==> config.mk <==
export PLATFORM = sky130hd
export DESIGN_NAME = capture_readout_fifo
export DESIGN_NICKNAME = d
export VERILOG_FILES = /design/src/rtl/capture_readout_fifo.sv
export SDC_FILE = /design/constraint.sdc
export NUM_CORES = 1
export LEC_CHECK = 0
export CAP_MARGIN = 30
export CORE_ASPECT_RATIO = 0.9
export CORE_MARGIN = 3
export CORE_UTILIZATION = 30
export DETAILED_ROUTE_END_ITERATION = 10
export PLACE_DENSITY = 0.5
export SLEW_MARGIN = 10
export SYNTH_ARGS = -nofsm -noshare
export SYNTH_HDL_FRONTEND = slang
export SYNTH_SLANG_ARGS = --single-unit
==> constraint.sdc <==
create_clock -name clk_i -period 3.9 [get_ports clk_i]
set_input_delay 0.39 -clock clk_i [delete_from_list [all_inputs] [get_ports clk_i]]
set_output_delay 0.39 -clock clk_i [all_outputs]
set_load 0.005 [all_outputs]
==> src/rtl/capture_readout_fifo.sv <==
// Capture result FIFO: buffers timer captures behind a first-word-fall-through read port.
// Optional CAPTURE_DELTA_EN stores differences between consecutive accepted captures instead of raw counts.
module capture_readout_fifo #(
    parameter int DATA_W = 32,
    parameter int DEPTH  = 8,
    parameter int DROP_W = 16,
    localparam int AW    = $clog2(DEPTH)
) (
    input  logic              clk_i,
    input  logic              rst_an_i,
    input  logic [DATA_W-1:0] captured_i,
    input  logic              capture_valid_i,
    input  logic              flush_i,
    output logic [DATA_W-1:0] rd_data_o,
    output logic              rd_valid_o,
    input  logic              rd_ready_i,
    output logic [AW:0]       level_o,
    output logic              overflow_o,
    input  logic              overflow_clr_i,
    output logic [DROP_W-1:0] drop_cnt_o
);

    logic [DATA_W-1:0] mem_q [DEPTH];
    logic [AW:0]       wr_ptr_q, wr_ptr_d;
    logic [AW:0]       rd_ptr_q, rd_ptr_d;
    logic              overflow_q, overflow_d;
    logic [DROP_W-1:0] drop_cnt_q, drop_cnt_d;
    logic              empty, full, pop_req, push, pop, drop;
    logic [DATA_W-1:0] wr_data;

`ifdef CAPTURE_DELTA_EN
    logic [DATA_W-1:0] last_q, last_d;

    // Modular difference: wraps rather than saturating.
    assign wr_data = captured_i - last_q;

    always_comb begin
        last_d = last_q;
        if (flush_i) begin
            last_d = '0;
        end else if (push) begin
            last_d = captured_i;
        end
    end

    always_ff @(posedge clk_i) begin
        if (!rst_an_i) begin
            last_q <= '0;
        end else begin
            last_q <= last_d;
        end
    end
`else
    assign wr_data = captured_i;
`endif

    always_comb begin
        empty   = (wr_ptr_q == rd_ptr_q);
        full    = (wr_ptr_q[AW-1:0] == rd_ptr_q[AW-1:0]) && (wr_ptr_q[AW] != rd_ptr_q[AW]);
        pop_req = ~empty & rd_ready_i;
        // A pop frees a slot in the same cycle, so a full FIFO still accepts a capture.
        push    = capture_valid_i & (~full | pop_req) & ~flush_i;
        pop     = pop_req & ~flush_i;
        drop    = capture_valid_i & full & ~pop_req & ~flush_i;
    end

    always_comb begin
        wr_ptr_d = wr_ptr_q;
        rd_ptr_d = rd_ptr_q;
        if (flush_i) begin
            wr_ptr_d = '0;
            rd_ptr_d = '0;
        end else begin
            if (push) begin
                wr_ptr_d = wr_ptr_q + (AW+1)'(1);
            end
            if (pop) begin
                rd_ptr_d = rd_ptr_q + (AW+1)'(1);
            end
        end
    end

    always_comb begin
        overflow_d = overflow_q;
        drop_cnt_d = drop_cnt_q;
        if (drop) begin
            overflow_d = 1'b1;
            if (overflow_clr_i) begin
                drop_cnt_d = DROP_W'(1);
            end else if (drop_cnt_q != '1) begin
                drop_cnt_d = drop_cnt_q + DROP_W'(1);
            end
        end else if (overflow_clr_i) begin
            overflow_d = 1'b0;
            drop_cnt_d = '0;
        end
    end

    always_ff @(posedge clk_i) begin
        if (!rst_an_i) begin
            wr_ptr_q   <= '0;
            rd_ptr_q   <= '0;
            overflow_q <= 1'b0;
            drop_cnt_q <= '0;
        end else begin
            wr_ptr_q   <= wr_ptr_d;
            rd_ptr_q   <= rd_ptr_d;
            overflow_q <= overflow_d;
            drop_cnt_q <= drop_cnt_d;
        end
    end

    // Storage is not reset; stale entries are hidden because the read port is gated by empty.
    always_ff @(posedge clk_i) begin
        if (rst_an_i && push) begin
            mem_q[wr_ptr_q[AW-1:0]] <= wr_data;
        end
    end

    assign rd_valid_o = ~empty;
    assign rd_data_o  = empty ? '0 : mem_q[rd_ptr_q[AW-1:0]];
    assign level_o    = wr_ptr_q - rd_ptr_q;
    assign overflow_o = overflow_q;
    assign drop_cnt_o = drop_cnt_q;

endmodule

==> out/metrics.cfg, run 1 <==
[synthesis]
ys_warn_count = 0
synth_edf_count = 256
synth_top_area_frac = 0.6901
synth_seq_cells = 284
synth_cells = 583
synthDistinctLibCells = 43
synthTopCellsByArea = edfxtp_1 69%, mux4_2 13%, dfxtp_1 5.0%
synth.top_cells.by_count = 256 x edfxtp_1, 64 x mux4_2, 50 x nor2_1
yosysMostFrequentCell = edfxtp_1
yosys.area.top_type = edfxtp_1
synth_area_um2 = 11140
yosys_most_used_dff = edfxtp_1
synth.net_count = 628
syn_area_per_cell_um2 = 19.11
async_flop_share = 0
ys_seq_area_frac = 0.7404

[timing]
tightest_slew_ns = 0.7936
max_freq_mhz = 301.0
skew_ns = 0.02394
layout_setup_ws_ns = 0.5774
slew_headroom = 0.4710
hold_violations = 0
slew_violations = 0
setup_viol = 0
min_period_over_period = 0.8519
fin_crit_ns = 3.323
holdWs_ns = 0.5170
grt_setup_unrepaired = no

[clock_network]
cts_tree = done
cts_buffers = 29
cts_max_level = 1
clkTransAtPathRegs_ns = 0.06
ctsResizeCount = 0
clock_sinks = 284
post_cts_buffers = 0
holdBufCountCts = 0
cts_buffer_depth = 3
clockRootBuffer = clkbuf_16
insertion_delay_ns = 0.55

[cells_and_area]
fill_cells = 3343
multi_input_area_um2 = 2814
utilization = 0.3762
final_cell_area_um2 = 13700
drive_above_1_share = 0.2025
seq_area_um2 = 8257
area_growth_pct = 22.98
fin_cells = 1197
antenna_cells = 0
fin_nets = 744

[worst_setup_path]
crit_path_end_kind = primary output
max_stage_delay_ns = 0.46
cp.required_ns = 3.51
start_kind = register
critical_path_class = register to primary output
arrival_ns = 2.93
crit_chain = inv_1 > ha_1 > nand3_1 > nor2_4 > buf_4 > inv_2 > clkdlybuf4s50_1
crit_slowest_cell = dfxtp_1
path_max_fanout = 18

[placed_design]
place_hpwl_mm = 14.94
dp_cells = 1144
io_buffers = 91
placed_area_um2 = 12760
pre_cts_ws_ns = 0.7952
gp_congestion = 0.7667

[detailed_routing]
routedWlPerCell_um = 19.64
drc = 0
detail-route-antenna-nets = 0
vias_per_cell = 4.723
drtPass1Iterations = 4
routed_wirelength_mm = 23.51
vias = 5653
drtIter0Drc = 344

[grt]
overflow = 0
grt_max_degree = 50
grt_util_all_layers = 0.1181
grt_pass1_wl_mm = 36.34
grt_pass1_vias = 6078
antenna_found_initial = 0

[floorplan]
die_w_um = 209.1
die_h_um = 188.8
coreArea_um2 = 36420
rows = 66
start_util = 0.3059
io_pins = 92
die_area_um2 = 39480

[job]
max_cap_viol_count = 0

[status]
outcome = finished clean

[power_and_ir_drop]
intPower_mw = 5.032
pwr-share-seq = 0.533
power_frac_clock = 0.438
p_sw_mw = 1.215
peakVddDrop_mv = 0.3012
swShare = 0.1945
combPwrFrac = 0.029
p_leak_nw = 4.167
p_per_area_nw_per_um2 = 456.0

[worst_hold_path]
hp-class = register to register

[worst max-delay path, delay by kind of cell, from the launching register on]
kind          cells  cell delay (ns)
buf+inv           4             1.06
flops             1             0.46
fa+ha+maj         1             0.34
simple gates      2             0.51
[path summary, 6_finish.rpt]
| check | cells after the start | endpoint | slack, ns | startpoint |
|---|---|---|---|---|
| setup / recovery | 7 | rd_valid_o | 0.58 | wr_ptr_q[0] |
| hold reg to reg | 2 | overflow_o | 0.52 | overflow_o |
| setup reg to reg | 7 | mem_q[5][6] | 0.83 | wr_ptr_q[0] |
| hold / removal | 2 | overflow_o | 0.52 | overflow_o |
[logic make-up (layout without fill, tap and decap cells)]
logic type,count (synthesis),count (layout),synth area share
DFF,284,284,0.7404
and+or+nand+nor,115,115,0.04998
muxes,96,96,0.1581
AOI/OAI and AO/OA,34,34,0.01943
buffers and inverters,34,172,0.01258
xor gates and xnor gates,13,13,0.01090
adders and majority gates,7,7,0.008536
[metal layers]
metal | vias up | track usage | routed length [um]
met3 | 38 | 0.01931 | 952
met1 | 2909 | 0.1613 | 10730
met5 | - | 0 | 0
met2 | 127 | 0.2001 | 11370
met4 | 0 | 0.02627 | 451
li1 | 2579 | - | -
[power groups by stage]
| stage | clock network, mW | logic, mW | registers (mW) |
|---|---|---|---|
| floorplan | 0 | 0.0634 | 3.40 |
| global placement | 0 | 0.182 | 3.40 |
| detailed placement | 0 | 0.186 | 3.40 |
| CTS | 2.82 | 0.187 | 3.33 |
| global route | 2.95 | 0.199 | 3.33 |
| finish | 2.73 | 0.182 | 3.33 |
[sequential cells by signal, indices dropped and copies added (netlist names), named ones only]
signal / count
mem_q: 256
drop_cnt_o: 16
wr_ptr_q: 4
rd_ptr_q: 4
overflow_o: 1
[metrics by stage]
| stage | power (mW) | setup TNS [ns] |
|---|---|---|
| 6_report | 6.247 | 0 |
| 5_1_grt | 6.475 | 0 |
| 4_1_cts | 6.336 | 0 |
| 3_5_place_dp | 3.583 | 0 |
| 3_3_place_gp | 3.579 | 0 |
| 2_1_floorplan | 3.460 | -7.384 |
[cells in the final DEF (no fill, tap or decap), types with 2 or more instances in the layout]
cell type,netlist,final
and4_1,3,3
a21oi_1,15,15
a31oi_1,3,3
edfxtp_1,256,256
clkbuf_1,14,3
nand4_1,3,3
bufinv_16,0,4
o21a_1,2,2
clkinv_1,0,8
a311oi_1,2,2
nor2_4,0,7
clkdlybuf4s50_1,0,91
mux4_2,64,64
or3_1,5,5
dfxtp_1,28,25
xor2_1,7,7
dfxtp_4,0,2
nor3_2,1,3
inv_6,0,2
ha_1,6,6
o21ai_0,5,5
xnor2_1,5,5
nor2b_1,4,4
clkinv_2,0,5
mux2i_1,32,32
nand3_1,14,14
inv_1,7,7
buf_4,1,20
and3_1,7,7
clkbuf_16,0,29
nor2_1,50,43
nand2b_1,4,4
nand2_1,16,16
[layout make-up]
type	instances	share of cell area
clock buffer	32	0.05379
clock inverter	21	0.01498
inverter	8	0.002192
multi-input combinational	265	0.2054
sequential	284	0.6027
tap	476	0.04347
timing repair buffer	111	0.07745
(Power assumes the default switching activity.)
==> run 2: changes to the inputs <==
- CORE_UTILIZATION: 30 -> 52
- PLACE_DENSITY: 0.5 -> 0.78
==> run 2 against run 1 <==
  * Final cell count decreased by 17%
  * Combinational power shrank 2%
  * Utilization up 27 points
  * Sequential power hardly changed
  * Clock power barely moved
  * Critical endpoint is now rd_data_o[19]
  * Design area down 1.8%
  * Count of clock-buffer cells in the layout fell by 3
==> out/metrics.cfg, run 2 (same netlist as run 1, synthesis figures left out) <==
[cells_and_area]
area_growth_pct = 20.79
final_cell_area_um2 = 13460
final_cell_mix = 256 x edfxtp_1, 91 x clkdlybuf4s50_1, 64 x mux4_2
fin_nets = 737
mostFrequentLayoutCell = edfxtp_1
drive_above_1_share = 0.1978
fin_cells = 999
antenna_cells = 0
largest_register_ffs = 256

[grt]
overflow = 0
grt_util_all_layers = 0.1884
antenna_found_initial = 0
grt_pass1_wl_mm = 33.86
grt_max_degree = 65
grt_pass1_vias = 6092

[floorplan]
die_area_um2 = 23220
start_util = 0.5331
rows = 50
coreArea_um2 = 20900
io_pins = 92
die_h_um = 144.9
die_w_um = 160.3

[power_and_ir_drop]
p_per_area_nw_per_um2 = 462.3
p_total_mw = 6.220
peakVddDrop_mv = 0.2904
p_leak_nw = 4.154

[worst_hold_path]
hp-class = register to register

[detailed_routing]
routed_wirelength_mm = 21.50
detail-route-antenna-nets = 0
drc = 0
drtPass1Iterations = 5
vias_per_cell = 5.756
drtIter0Drc = 500
routedWlPerCell_um = 21.52
vias = 5750

[status]
outcome = finished clean

[placed_design]
io_buffers = 91
placed_area_um2 = 12520
place_hpwl_mm = 12.76
dp_cells = 949
gp_congestion = 0.7852

[clock_network]
clockRootBuffer = clkbuf_16
clkTransAtPathRegs_ns = 0.06
post_cts_buffers = 0
holdBufCountCts = 0
insertion_delay_ns = 0.53
ctsResizeCount = 0
cts_tree = done
cts_buffers = 27
cts_buffer_depth = 3
cts_max_level = 1
clock_sinks = 284

[worst_setup_path]
path_max_fanout = 18
cp.required_ns = 3.51
critical_path_class = register to primary output
crit_slowest_cell = dfxtp_1
crit_chain = inv_1 > ha_1 > nand3_1 > nor2_4 > buf_4 > nor2_1 > clkdlybuf4s50_1
start_kind = register
arrival_ns = 2.93
crit_path_end_kind = primary output
r2r_slack_ns = 1.10
max_stage_delay_ns = 0.46

[timing]
hold_violations = 0
max_freq_mhz = 300.9
setup_viol = 0
tightest_slew_ns = 0.7056
slew_violations = 0
slew_headroom = 0.5296
holdWs_ns = 0.4876
skew_ns = 0.02012
grt_setup_unrepaired = no
min_period_over_period = 0.8523
fin_crit_ns = 3.324

[job]
max_cap_viol_count = 0

## run 2: changes by cell type in the layout (fill, tap and decap cells not counted), sizes merged
cell / before / now
buf: 20 / 15
clkbuf: 32 / 29
bufinv: 4 / 6
clkinvlp: 2 / 0
clkinv: 13 / 14
inv: 10 / 9
## run 2: metal layers
layer	global-route usage	routed length, um
met1	0.2517	8849
met2	0.3309	11160
met3	0.02903	1104
met4	0.04932	383
met5	0	0
## run 2: power by group
group | internal, mW | switching (mW) | leakage, nW | total [mW]
Clock | 1.66 | 1.05 | 0.465 | 2.71
Sequential | 3.33 | 0.00717 | 2.53 | 3.33
Combinational | 0.0880 | 0.0899 | 1.16 | 0.178
## run 2: worst paths after layout
kind | startpoint | to | cells after the start
setup reg to reg | wr_ptr_q[0] | mem_q[7][30] | 7
setup / recovery | wr_ptr_q[0] | rd_data_o[19] | 7
hold reg to reg | overflow_o | overflow_o | 2
hold / removal | overflow_o | overflow_o | 2
## run 2: final cells by class
cell class | instances | area [um2]
clock buffers | 29 | 683.2
clock inverters | 21 | 255.2
fillers | 1463 | 7440
inverters | 8 | 30.03
multi-input cells | 265 | 2814
flip-flops and latches | 284 | 8254
well taps | 286 | 357.8
repair buffers | 106 | 1061
## run 2: per-stage QoR
step	TNS [ns]	worst slack, ns	utilization
finish	0	0.5761	0.6440
global placement	0	1.131	0.5990
detailed placement	0	1.087	0.5990
CTS	0	0.5127	0.6440
floorplan	-7.384	-0.1175	-
global route	0	0.3873	0.6440
## run 2: critical path, delay by kind of cell, from the launching register on
family,cells,cell delay (ns)
flip-flops,1,0.46
AND/OR/NAND/NOR,3,0.69
buffers and inverters,3,0.92
adder cells (fa/ha/maj),1,0.33
